File: src/rtl/boot_loader.sv
// Framed byte-stream image loader: length, payload, checksum -> instruction ROM writes.
// Keeps the core in reset until a complete image with a matching checksum has arrived.
module boot_loader #(
  parameter logic [31:0] BASE_ADDR   = 32'h0,
  parameter int          DEPTH_WORDS = 4096
) (
  input  logic        clk,
  input  logic        rstn,
  input  logic [7:0]  byte_i,
  input  logic        byte_valid_i,
  output logic        byte_ready_o,
  output logic        rom_wen_o,
  output logic [31:0] rom_waddr_o,
  output logic [31:0] rom_wdata_o,
  output logic        core_rstn_o,
  output logic        done_o,
  output logic        err_o
);

  typedef enum logic [2:0] {LEN, DATA, CSUM, DONE, ERR} state_t;

  state_t      state, state_nxt;
  logic [1:0]  byte_cnt;
  logic [31:0] len;
  logic [31:0] word;
  logic [31:0] idx;
  logic [7:0]  sum;

  logic        xfer;
  logic        last_byte;
  logic [31:0] len_full;
  logic [31:0] word_full;

  assign xfer      = byte_valid_i & byte_ready_o;
  assign last_byte = (byte_cnt == 2'd3);
  // Length arrives LSB first, so shifting in from the top leaves byte 0 in [7:0].
  assign len_full  = {byte_i, len[31:8]};

  always_comb begin
    word_full = word;
    word_full[{byte_cnt, 3'b000} +: 8] = byte_i;
  end

  always_ff @(posedge clk or negedge rstn) begin
    if (!rstn) state <= LEN;
    else       state <= state_nxt;
  end

  always_comb begin
    state_nxt = state;
    case (state)
      LEN: begin
        if (xfer && last_byte) begin
          if (len_full > 32'(DEPTH_WORDS)) state_nxt = ERR;
          else if (len_full == 32'd0)      state_nxt = CSUM;
          else                             state_nxt = DATA;
        end
      end
      DATA: begin
        if (xfer && last_byte && (idx + 32'd1 == len)) state_nxt = CSUM;
      end
      CSUM: begin
        if (xfer) state_nxt = (byte_i == sum) ? DONE : ERR;
      end
      default: state_nxt = state;
    endcase
  end

  always_ff @(posedge clk or negedge rstn) begin
    if (!rstn) begin
      byte_ready_o <= 1'b0;
      rom_wen_o    <= 1'b0;
      rom_waddr_o  <= BASE_ADDR;
      rom_wdata_o  <= 32'd0;
      core_rstn_o  <= 1'b0;
      done_o       <= 1'b0;
      err_o        <= 1'b0;
      byte_cnt     <= 2'd0;
      len          <= 32'd0;
      word         <= 32'd0;
      idx          <= 32'd0;
      sum          <= 8'd0;
    end else begin
      rom_wen_o    <= 1'b0;
      // Status flags follow the next state so they line up with the state register.
      byte_ready_o <= (state_nxt == LEN) || (state_nxt == DATA) || (state_nxt == CSUM);
      core_rstn_o  <= (state_nxt == DONE);
      done_o       <= (state_nxt == DONE);
      err_o        <= (state_nxt == ERR);
      if (xfer) begin
        case (state)
          LEN: begin
            len      <= len_full;
            byte_cnt <= byte_cnt + 2'd1;
          end
          DATA: begin
            word     <= word_full;
            sum      <= sum + byte_i;
            byte_cnt <= byte_cnt + 2'd1;
            if (last_byte) begin
              rom_wen_o   <= 1'b1;
              rom_wdata_o <= word_full;
              rom_waddr_o <= BASE_ADDR + {idx[29:0], 2'b00};
              idx         <= idx + 32'd1;
            end
          end
          default: ;
        endcase
      end
    end
  end

endmodule

File: config.mk
export PLATFORM = sky130hd
export DESIGN_NAME = boot_loader
export DESIGN_NICKNAME = d
export VERILOG_FILES = /design/src/rtl/boot_loader.sv
export SDC_FILE = /design/constraint.sdc
export NUM_CORES = 1
export LEC_CHECK = 0
export ABC_AREA = 1
export BUFFER_PORTS_ARGS = -buffer_cell sky130_fd_sc_hd__buf_4
export CAP_MARGIN = 40
export CORE_MARGIN = 3
export CORE_UTILIZATION = 60
export CTS_CLUSTER_DIAMETER = 50
export CTS_CLUSTER_SIZE = 24
export DETAILED_ROUTE_END_ITERATION = 16
export PLACE_DENSITY = 0.92
export RECOVER_POWER = 50
export SLEW_MARGIN = 20
export SYNTH_ARGS = -nofsm -noshare
export SYNTH_HDL_FRONTEND = slang
export SYNTH_SLANG_ARGS = --single-unit
File: constraint.sdc
create_clock -name clk -period 2.48 [get_ports clk]
set_input_delay 0.248 -clock clk [delete_from_list [all_inputs] [get_ports clk]]
set_output_delay 0.248 -clock clk [all_outputs]
set_load 0.01 [all_outputs]
-- Word level (Yosys, flattened, before mapping)
Index checks and enable logic that the tools add are counted.
- $add $sub $neg: 4
- multiplexer cells: 11
- equal/unequal tests: 9
- reduce and logical (&&, ||, !) cells: 12
- bitwise operators: 1
- shifts and indexed selects: 2
- order comparisons: 1
- operators by type and width (kind ; count):
    32-bit by 1-bit adder with 32-bit output (second input constant) ; 1
    32-bit bitwise mux ; 1
    32-bit == test ; 1
    32-bit by 13-bit > comparator with 1-bit output (second input constant) ; 1
    32-bit zero test ; 1
    8-bit by 7-bit variable shift with 32-bit output (first input constant) ; 1
    8-bit by 7-bit variable part select with 32-bit output ; 1
    3-bit two-way mux ; 5
    3-bit by 2-bit == test with 1-bit output (second input constant) ; 3
    3-bit one-hot mux with 3 select lines ; 1
    8-bit adder ; 1
    8-bit == test ; 1
    5-bit negator with 7-bit output ; 1
    3-bit by 1-bit == test with 1-bit output (second input constant) ; 2
    3-bit zero test ; 2
    2-bit AND reduction ; 3
    3-bit == test (second input constant) ; 1
    1-bit two-way mux ; 3
    3-bit AND reduction ; 1
    2-bit by 1-bit adder with 2-bit output (second input constant) ; 1
    2-bit == test (second input constant) ; 1
    1-bit logical AND ; 2
    1-bit logical OR ; 2
    2-bit two-way mux ; 1
    2 further kinds ; 2
- output and inout bits: 69
- word-level logic and storage cells: 52
- register bits: 175

-- Logic depth before layout (Yosys ltp)
Gate-level depths: netlist of run 1.
- word-level depth: 8
- depth in mapped cells: 18
- depth with buffers taken out: 18

-- Least setup slack after synthesis of run 1
OpenSTA, ideal clock, no wires.
- path kind: flip-flop to flip-flop
- start point: register idx[0]
- end point: register done_o
- setup slack: 0.447 ns
- path buffers: 0
- period minus slack after synthesis: 2.033 ns
- data required time: 2.334 ns
- cell stages (with the launch flop): 19
- arrival: 1.888 ns
- cell sequence: dfrtp_1 > ha_1 > nand2_2 > nor2_8 > nand2_2 > nor2_4 > nand2_1 > nand2_1 > nand2_1 > nand2_1 > nand2_1 > nor2_1 > nand2_1 > nor2_1 > nand3_1 > nand2_1 > nand3_2 > nand2_1 > nor2_1
- word-level cells in the longest chain between the ends: 6
- ends and longest elaborated chain (item ; line ; text):
    start, declared ; 26 ; logic [31:0] idx;
    start signal, assigned ; 104 ; idx <= idx + 32'd1;
    32-bit by 1-bit adder with 32-bit output ; 60 ; if (xfer && last_byte && (idx + 32'd1 == len)) state_nxt = CSUM;
    32-bit == test ; 60 ;
    1-bit logical AND ; 60 ;
    3-bit two-way mux ; 60 ;
    3-bit one-hot mux with 3 select lines ; 51 ; case (state)
    net state_nxt[0] ; 22 ; state_t state, state_nxt;
    3-bit by 2-bit == test with 1-bit output ; 88 ; done_o <= (state_nxt == DONE);
    end signal, assigned ; 88 ;
    end, declared ; 16 ; output logic done_o,
The timed path passes the listed nets, and every way through them passes these cells.
A chain may end at the register's enable or synchronous reset.

-- Final worst setup path of run 1
- start point: register idx[1]
- end point: register byte_ready_o
- word-level cells in the longest chain between the ends: 8
- ends and longest elaborated chain (item ; line ; text):
    32-bit by 1-bit adder with 32-bit output (*) ; 60 ;
    32-bit == test (*) ; 60 ;
    1-bit logical AND (*) ; 60 ;
    3-bit two-way mux (*) ; 60 ;
    3-bit one-hot mux with 3 select lines (*) ; 51 ;
    net state_nxt[0] ; 22 ;
    3-bit by 1-bit == test with 1-bit output / 3-bit zero test (equally long branches) ; 86 ; byte_ready_o <= (state_nxt == LEN) || (state_nxt == DATA) || (state_nxt == CSUM);
    1-bit logical OR ; 86 ;
    1-bit logical OR (*) ; 86 ;
    end signal, assigned ; 86 ;
    end, declared ; 11 ; output logic byte_ready_o,
Mark *: on every way through the listed nets, which the timed path passes. The rest lies on a longest branch.

==> results of run 1 <==
cells in the final DEF, fill, tap and decap left out, types with 4 or more instances in the layout:
master / count
nand2_4: 4
o32ai_1: 8
nand2_1: 438
xor2_1: 5
inv_2: 4
o22ai_1: 8
nand2_2: 21
clkbuf_2: 4
o21ai_0: 137
clkbuf_16: 18
nor2_1: 75
nand3_2: 11
nand4_1: 23
a21oi_1: 7
inv_1: 129
clkbuf_1: 31
ha_1: 12
nor2_2: 17
buf_4: 68
dfrtp_1: 167
nor2_4: 11
clkinvlp_4: 4
nand3_1: 91
area by class of cell:
type	count	area, sq um
Clock buffer	19	453
Clock inverter	12	120
Fill cell	1114	4020
Inverter	136	514
Multi-Input combinational cell	894	4330
Sequential cell	167	4180
Tap cell	184	230
Timing Repair Buffer	109	747
sequential cells by signal, indices dropped and copies added (netlist names), 2 cells and up:
register and count:
idx 32, len 32, rom_wdata_o 32, rom_waddr_o 30, word 24, sum 8
state 3, byte_cnt 2
worst max-delay path, cell delays in order, from the launching register on:
cell	delay, ps
dfrtp_1	420
buf_4	150
nand2_2	80
nor2_8	220
nand2_4	100
nor2_4	130
buf_12	140
nand2_1	70
nand2_2	80
nand2_2	60
nand2_1	50
nand2_1	60
nor2_2	130
nand2_1	80
nor2_1	90
nand3_1	80
nand2_2	90
nand3_2	90
a21oi_1	160
power groups by stage:
stage	clock, mW	combinational (mW)	sequential [mW]
2_1_floorplan	0	0.0276	2.78
3_3_place_gp	0	0.123	2.77
3_5_place_dp	0	0.125	2.77
4_1_cts	2.61	0.128	2.72
5_1_grt	2.74	0.134	2.72
6_report	2.61	0.122	2.72
layer usage:
| metal | up-vias | part of all wire, % | track usage (%) | wire length, um |
|---|---|---|---|---|
| li1 | 4121 | - | - | - |
| met1 | 4154 | 40 | 42.6 | 10500 |
| met2 | 455 | 49 | 53.1 | 12700 |
| met3 | 92 | 7.5 | 5.48 | 1950 |
| met4 | 0 | 3.4 | 11.7 | 886 |
| met5 | - | 0 | 0 | 0 |
how the worst max path moves through the flow:
stage,startpoint,end,cells past startpoint
final,idx[1]$_DFFE_PN0P_,byte_ready_o$_DFF_PN0_,18
after global routing,idx[0]$_DFFE_PN0P_,byte_ready_o$_DFF_PN0_,17
after CTS,idx[0]$_DFFE_PN0P_,done_o$_DFF_PN0_,17
after detailed placement,idx[0]$_DFFE_PN0P_,done_o$_DFF_PN0_,17
after global placement,idx[0]$_DFFE_PN0P_,done_o$_DFF_PN0_,17
after floorplan,idx[0]$_DFFE_PN0P_,done_o$_DFF_PN0_,18
repair_timing:
action	4_1_cts	5_1_grt
setup endpoints to repair	3	67
setup buffers	0	7
resized for setup	3	55
hold buffers	1	0
endpoints found under the hold margin	52	0
gates cloned	0	1
pin swaps	0	10
cell families after synthesis:
family	after synthesis	share of synthesized area, %
fa+ha+maj	14	2.03
buf+inv	179	7.74
other cells	1	0.0416
simple gates	703	33.2
flops	167	46.4
xor+xnor	8	0.778
compound gates	167	9.88
metrics by stage:
step | power (mW) | hold WS, ps | setup WS, ps | TNS [ps] | cells
6_report | 5.45 | 101 | 108 | 0 | 1521
5_1_grt | 5.59 | 104 | -33.9 | -62.5 | 1521
4_1_cts | 5.46 | 87.8 | 2.61 | 0 | 1513
3_5_place_dp | 2.90 | 244 | -29.3 | -29.3 | 1481
3_3_place_gp | 2.90 | 243 | 42.7 | 0 | 1481
2_1_floorplan | 2.80 | -47.6 | 447 | 0 | 1240
==> impl_metrics.ini, run 1 <==
[sta]
period_minus_slack_ps = 2370
setup_violations = 0
max_slew_margin_pct = 3.42
min_period_over_period_pct = 95.7
tightest_slew_ps = 1450
slew_violations = 0
hold_violations = 0
rsz0062_at_grt = true
clock.fmax_ghz = 0.422
fin_skew_ps = 7.29

[cells_and_area]
fin_area_sq_um = 10600
post-route-util_pct = 72.5
antenna_cells = 0
drive_above_1_share_pct = 13.8
fin_nets = 1350
syn2layout_area_growth_pct = 17.4

[critical_path]
ff2ff_setup_slack_ps = 110
end_kind = flip-flop
criticalPathCategory = flip-flop to flip-flop
r2r_cells = 18
r2r_start = idx[1]$_DFFE_PN0P_
start_kind = flip-flop
reg2reg_to = byte_ready_o$_DFF_PN0_
cp.arrival_ps = 2730
crit_path_max_fanout = 7
required_ps = 2840

[run]
maxCapViolations = 0

[route]
final_antenna_net_count = 0
drc = 0
drt_first_pass_iters = 6
wl_per_cell_um = 17.2
routed_wl_um = 26100
post_drt_via_cell_ratio = 5.80
vias = 8822
drt-initial-drc-count = 1002

[synthesis]
yosysTopAreaCell = dfrtp_1
netlist.area_leader.share_pct = 46.4
avgSynthCellArea_sq_um = 7.27
ys_ff_latch = 167
synth.most_common_cell = nand2_1
synthFlopType = dfrtp_1
synthTopCellsByArea = dfrtp_1 (46%), nand2_1 (19%), o21ai_0 (7.7%), nand3_1 (5.5%), inv_1 (5.5%)
yosysUniqueCellTypes = 36
synth_common_cells = nand2_1 (455), dfrtp_1 (167), o21ai_0 (138)
synth_area_sq_um = 9010
yosysWarnings = 0
async_flop_share_pct = 100
seq_area_frac_synth_pct = 46.4
synth_edf_count = 0
synth_cells = 1239

[min_path]
min_to = len[24]$_DFFE_PN0P_
min-delay-start = byte_i[0]
hold_depth = 3
min_path_type = input pin to flip-flop

[cts]
ctsHtreeMaxLevel = 4
clock_sinks = 167
clkTransAtPathRegs_ps = 60
clockRootBuffer = clkbuf_16
clock_latency_ps = 440
cts_tree = built
clk_path_buf_depth = 2
cts_buffers = 17

[place]
place.gp.congestion = 0.981
dp_hpwl_um = 18200
port_buffers = 77
placed_area_sq_um = 9860

[power]
power.density_nw_per_um2 = 516
power.share.clock_pct = 47.8
vdd_drop_max_mv = 0.446
p_comb_share_pct = 2.2
swShare_pct = 23.1
p_leak_nw = 5.37
p_int_mw = 4.19
power_frac_seq_pct = 50.0
p_switching_mw = 1.26

[die]
die_y_um = 129
rows = 44
io_pins = 80
die_x_um = 129
die_area_sq_um = 16500
initial_core_util_pct = 61.7
core_area_sq_um = 14600

[global_route]
grt_pass1_wl_um = 41400
overflow = 0
grt_usage_pct = 32.0
antenna_found_initial = 0
grt_max_degree = 82
grt_pass1_vias = 8314

[status]
status = finished, final reports clean
Note: power is estimated with default switching activity, not from simulation.
==> inputs of run 2 (changes only) <==
==> constraint.sdc (replaced) <==
create_clock -name clk -period 2.48 [get_ports clk]
set_input_delay 0.372 -clock clk [delete_from_list [all_inputs] [get_ports clk]]
set_output_delay 0.372 -clock clk [all_outputs]
set_load 0.01 [all_outputs]
==> run 2 against run 1 <==
  * Setup slack lost 37 ps
  * Sequential share of layout area shrank 0.32 points
  * Die area is the same
  * Clock skew grew 5.1 ps
  * Wire length grew 1.1%
  * Register-to-register slack lost 40 ps
  * Clock power grew 12%
  * Critical endpoint is now done_o$_DFF_PN0_
==> impl_metrics.ini, run 2 (synthesized netlist as in run 1, its figures left out) <==
[cells_and_area]
final_common_cell = nand2_1
antenna_cells = 0
fin_nets = 1358
ff_latch_area_sq_um = 4180
final_cell_mix = nand2_1 (442), dfrtp_1 (165), o21ai_0 (138)
multiInputGateArea_sq_um = 4320
instances_no_fill = 1530
nFillCells = 1086
largestRegisters = idx: 32 flops, len: 32 flops, rom_wdata_o: 32 flops
syn2layout_area_growth_pct = 18.4
drive_above_1_share_pct = 14.2
fin_area_sq_um = 10700

[critical_path]
crit_start = idx[1]$_DFFE_PN0P_
crit_family = simple AND/OR/NAND/NOR gates
start_kind = flip-flop
ff2ff_setup_slack_ps = 70
r2r_cells = 18
crit_buf_inv = 2
max_stage_delay_ps = 410
path_cells = buf_4 > nand2_4 > nor2_8 > nand2_4 > nor2_4 > nand2_1 > nand2_2 > buf_4 > nand3_1 > nand2_2 > nand2_1 > nor2_1 > nand2_1 > nor2_1 > nand3_1 > nand3_2 > nand2_1 > nor2_1
required_ps = 2860
criticalPathCategory = flip-flop to flip-flop
cp.arrival_ps = 2780
r2r_start = idx[1]$_DFFE_PN0P_
critPathSlowestCell = dfrtp_2
end_kind = flip-flop
reg2reg_to = done_o$_DFF_PN0_
cpMostUsedCell = nand2_1
crit_path_max_fanout = 8

[die]
die_x_um = 129
io_pins = 80
die_y_um = 129
core_area_sq_um = 14600
initial_core_util_pct = 61.7
die_area_sq_um = 16500
rows = 44

[route]
vias = 8847
routed_wl_um = 26400
drc = 0
drt-initial-drc-count = 1188
post_drt_via_cell_ratio = 5.78
drt_first_pass_iters = 5
wl_per_cell_um = 17.2
final_antenna_net_count = 0

[min_path]
min-delay-start = byte_i[4]
min_to = len[28]$_DFFE_PN0P_
hold_depth = 3
min_path_type = input pin to flip-flop

[power]
power.share.clock_pct = 50.6
p_comb_share_pct = 2.1
p_switching_mw = 1.30
power_frac_seq_pct = 47.3
p_int_mw = 4.46
power.density_nw_per_um2 = 540
swShare_pct = 22.6
p_leak_nw = 5.46
vdd_drop_max_mv = 0.532

[run]
maxCapViolations = 0

[sta]
fin_skew_ps = 12.4
min_period_over_period_pct = 97.1
clock.fmax_ghz = 0.415
hold_violations = 0
slew_violations = 0
tightest_slew_ps = 1270
period_minus_slack_ps = 2410
setup-tns-final_ps = 0
max_slew_margin_pct = 15.2
setup_violations = 0
rsz0062_at_grt = true

[global_route]
grt_pass1_vias = 8225
overflow = 0
grt_max_degree = 65
antenna_found_initial = 0
grt_pass1_wl_um = 41500
grt_usage_pct = 32.1

[cts]
clockRootBuffer = clkbuf_16
clk_path_buf_depth = 2
clock_latency_ps = 450
ctsHtreeMaxLevel = 4
clock_sinks = 167
clkTransAtPathRegs_ps = 70
cts_tree = built
cts_buffers = 17

[place]
dp_hpwl_um = 18300
port_buffers = 77
placed_area_sq_um = 9910
placedCellCount = 1488
place.gp.congestion = 1.03

[status]
status = finished, final reports clean
[run 2: cell count changes in the layout (fill, tap and decap cells not counted), sizes merged]
cell / previous run / this run
buf: 71 / 81
clkbuf: 56 / 52
clkinvlp: 4 / 0
bufinv: 1 / 4
clkinv: 6 / 8
inv: 137 / 139
[run 2: cell type report]
cell class	instances	area share, %
Clock buffer	17	3.99
Inverter	136	4.82
Timing Repair Buffer	117	7.32
Tap cell	184	2.16
Clock inverter	15	2.02
Sequential cell	167	39.2
Multi-Input combinational cell	894	40.5
[run 2: power by group through the flow]
stage,sequential [mW],combinational (mW),clock (mW)
after floorplan,2.78,0.0276,0
after global placement,2.77,0.124,0
after detailed placement,2.77,0.126,0
after CTS,2.72,0.129,2.94
after global routing,2.72,0.135,3.05
final,2.72,0.121,2.92
[run 2: metal layers]
metal  vias to the layer above  share of wire [%]  routed length [um]  global-route usage [%]
li1                       4132                  -                   -                       -
met1                      4118                 39               10200                    42.3
met2                       484                 48               12800                    51.7
met3                       113                8.8                2320                    7.39
met4                         0                4.0                1070                    12.9
met5                         -                  0                   0                       0
[run 2: worst max path at each step]
stage                       endpoint  depth (start not counted)
floorplan           done_o$_DFF_PN0_                         18
detailed placement  done_o$_DFF_PN0_                         18
global route        done_o$_DFF_PN0_                         18
finish              done_o$_DFF_PN0_                         18
CTS                 done_o$_DFF_PN0_                         17
global placement    done_o$_DFF_PN0_                         18
[run 2: timing repair]
action | CTS | global route
buffers inserted | 0 | 9
resized for setup | 2 | 52
hold buffers | 1 | 0
endpoints found under the hold margin | 44 | 0
endpoints found under the setup margin | 2 | 11
gates cloned | 0 | 0
pin swaps | 0 | 17
[run 2: metrics by stage]
step	hold WS [ps]	utilization (%)	total power, mW	setup slack, ps
CTS	199	72.5	5.79	24.8
detailed placement	352	68.0	2.90	-43.3
global route	228	73.1	5.90	-69.6
floorplan	76.4	-	2.80	447
global placement	355	68.0	2.90	45.5
finish	216	73.1	5.76	70.7
[run 2: worst min-delay path, stage by stage]
cell and delay (ps):
buf_4 140, nand2_1 60, o21ai_0 60
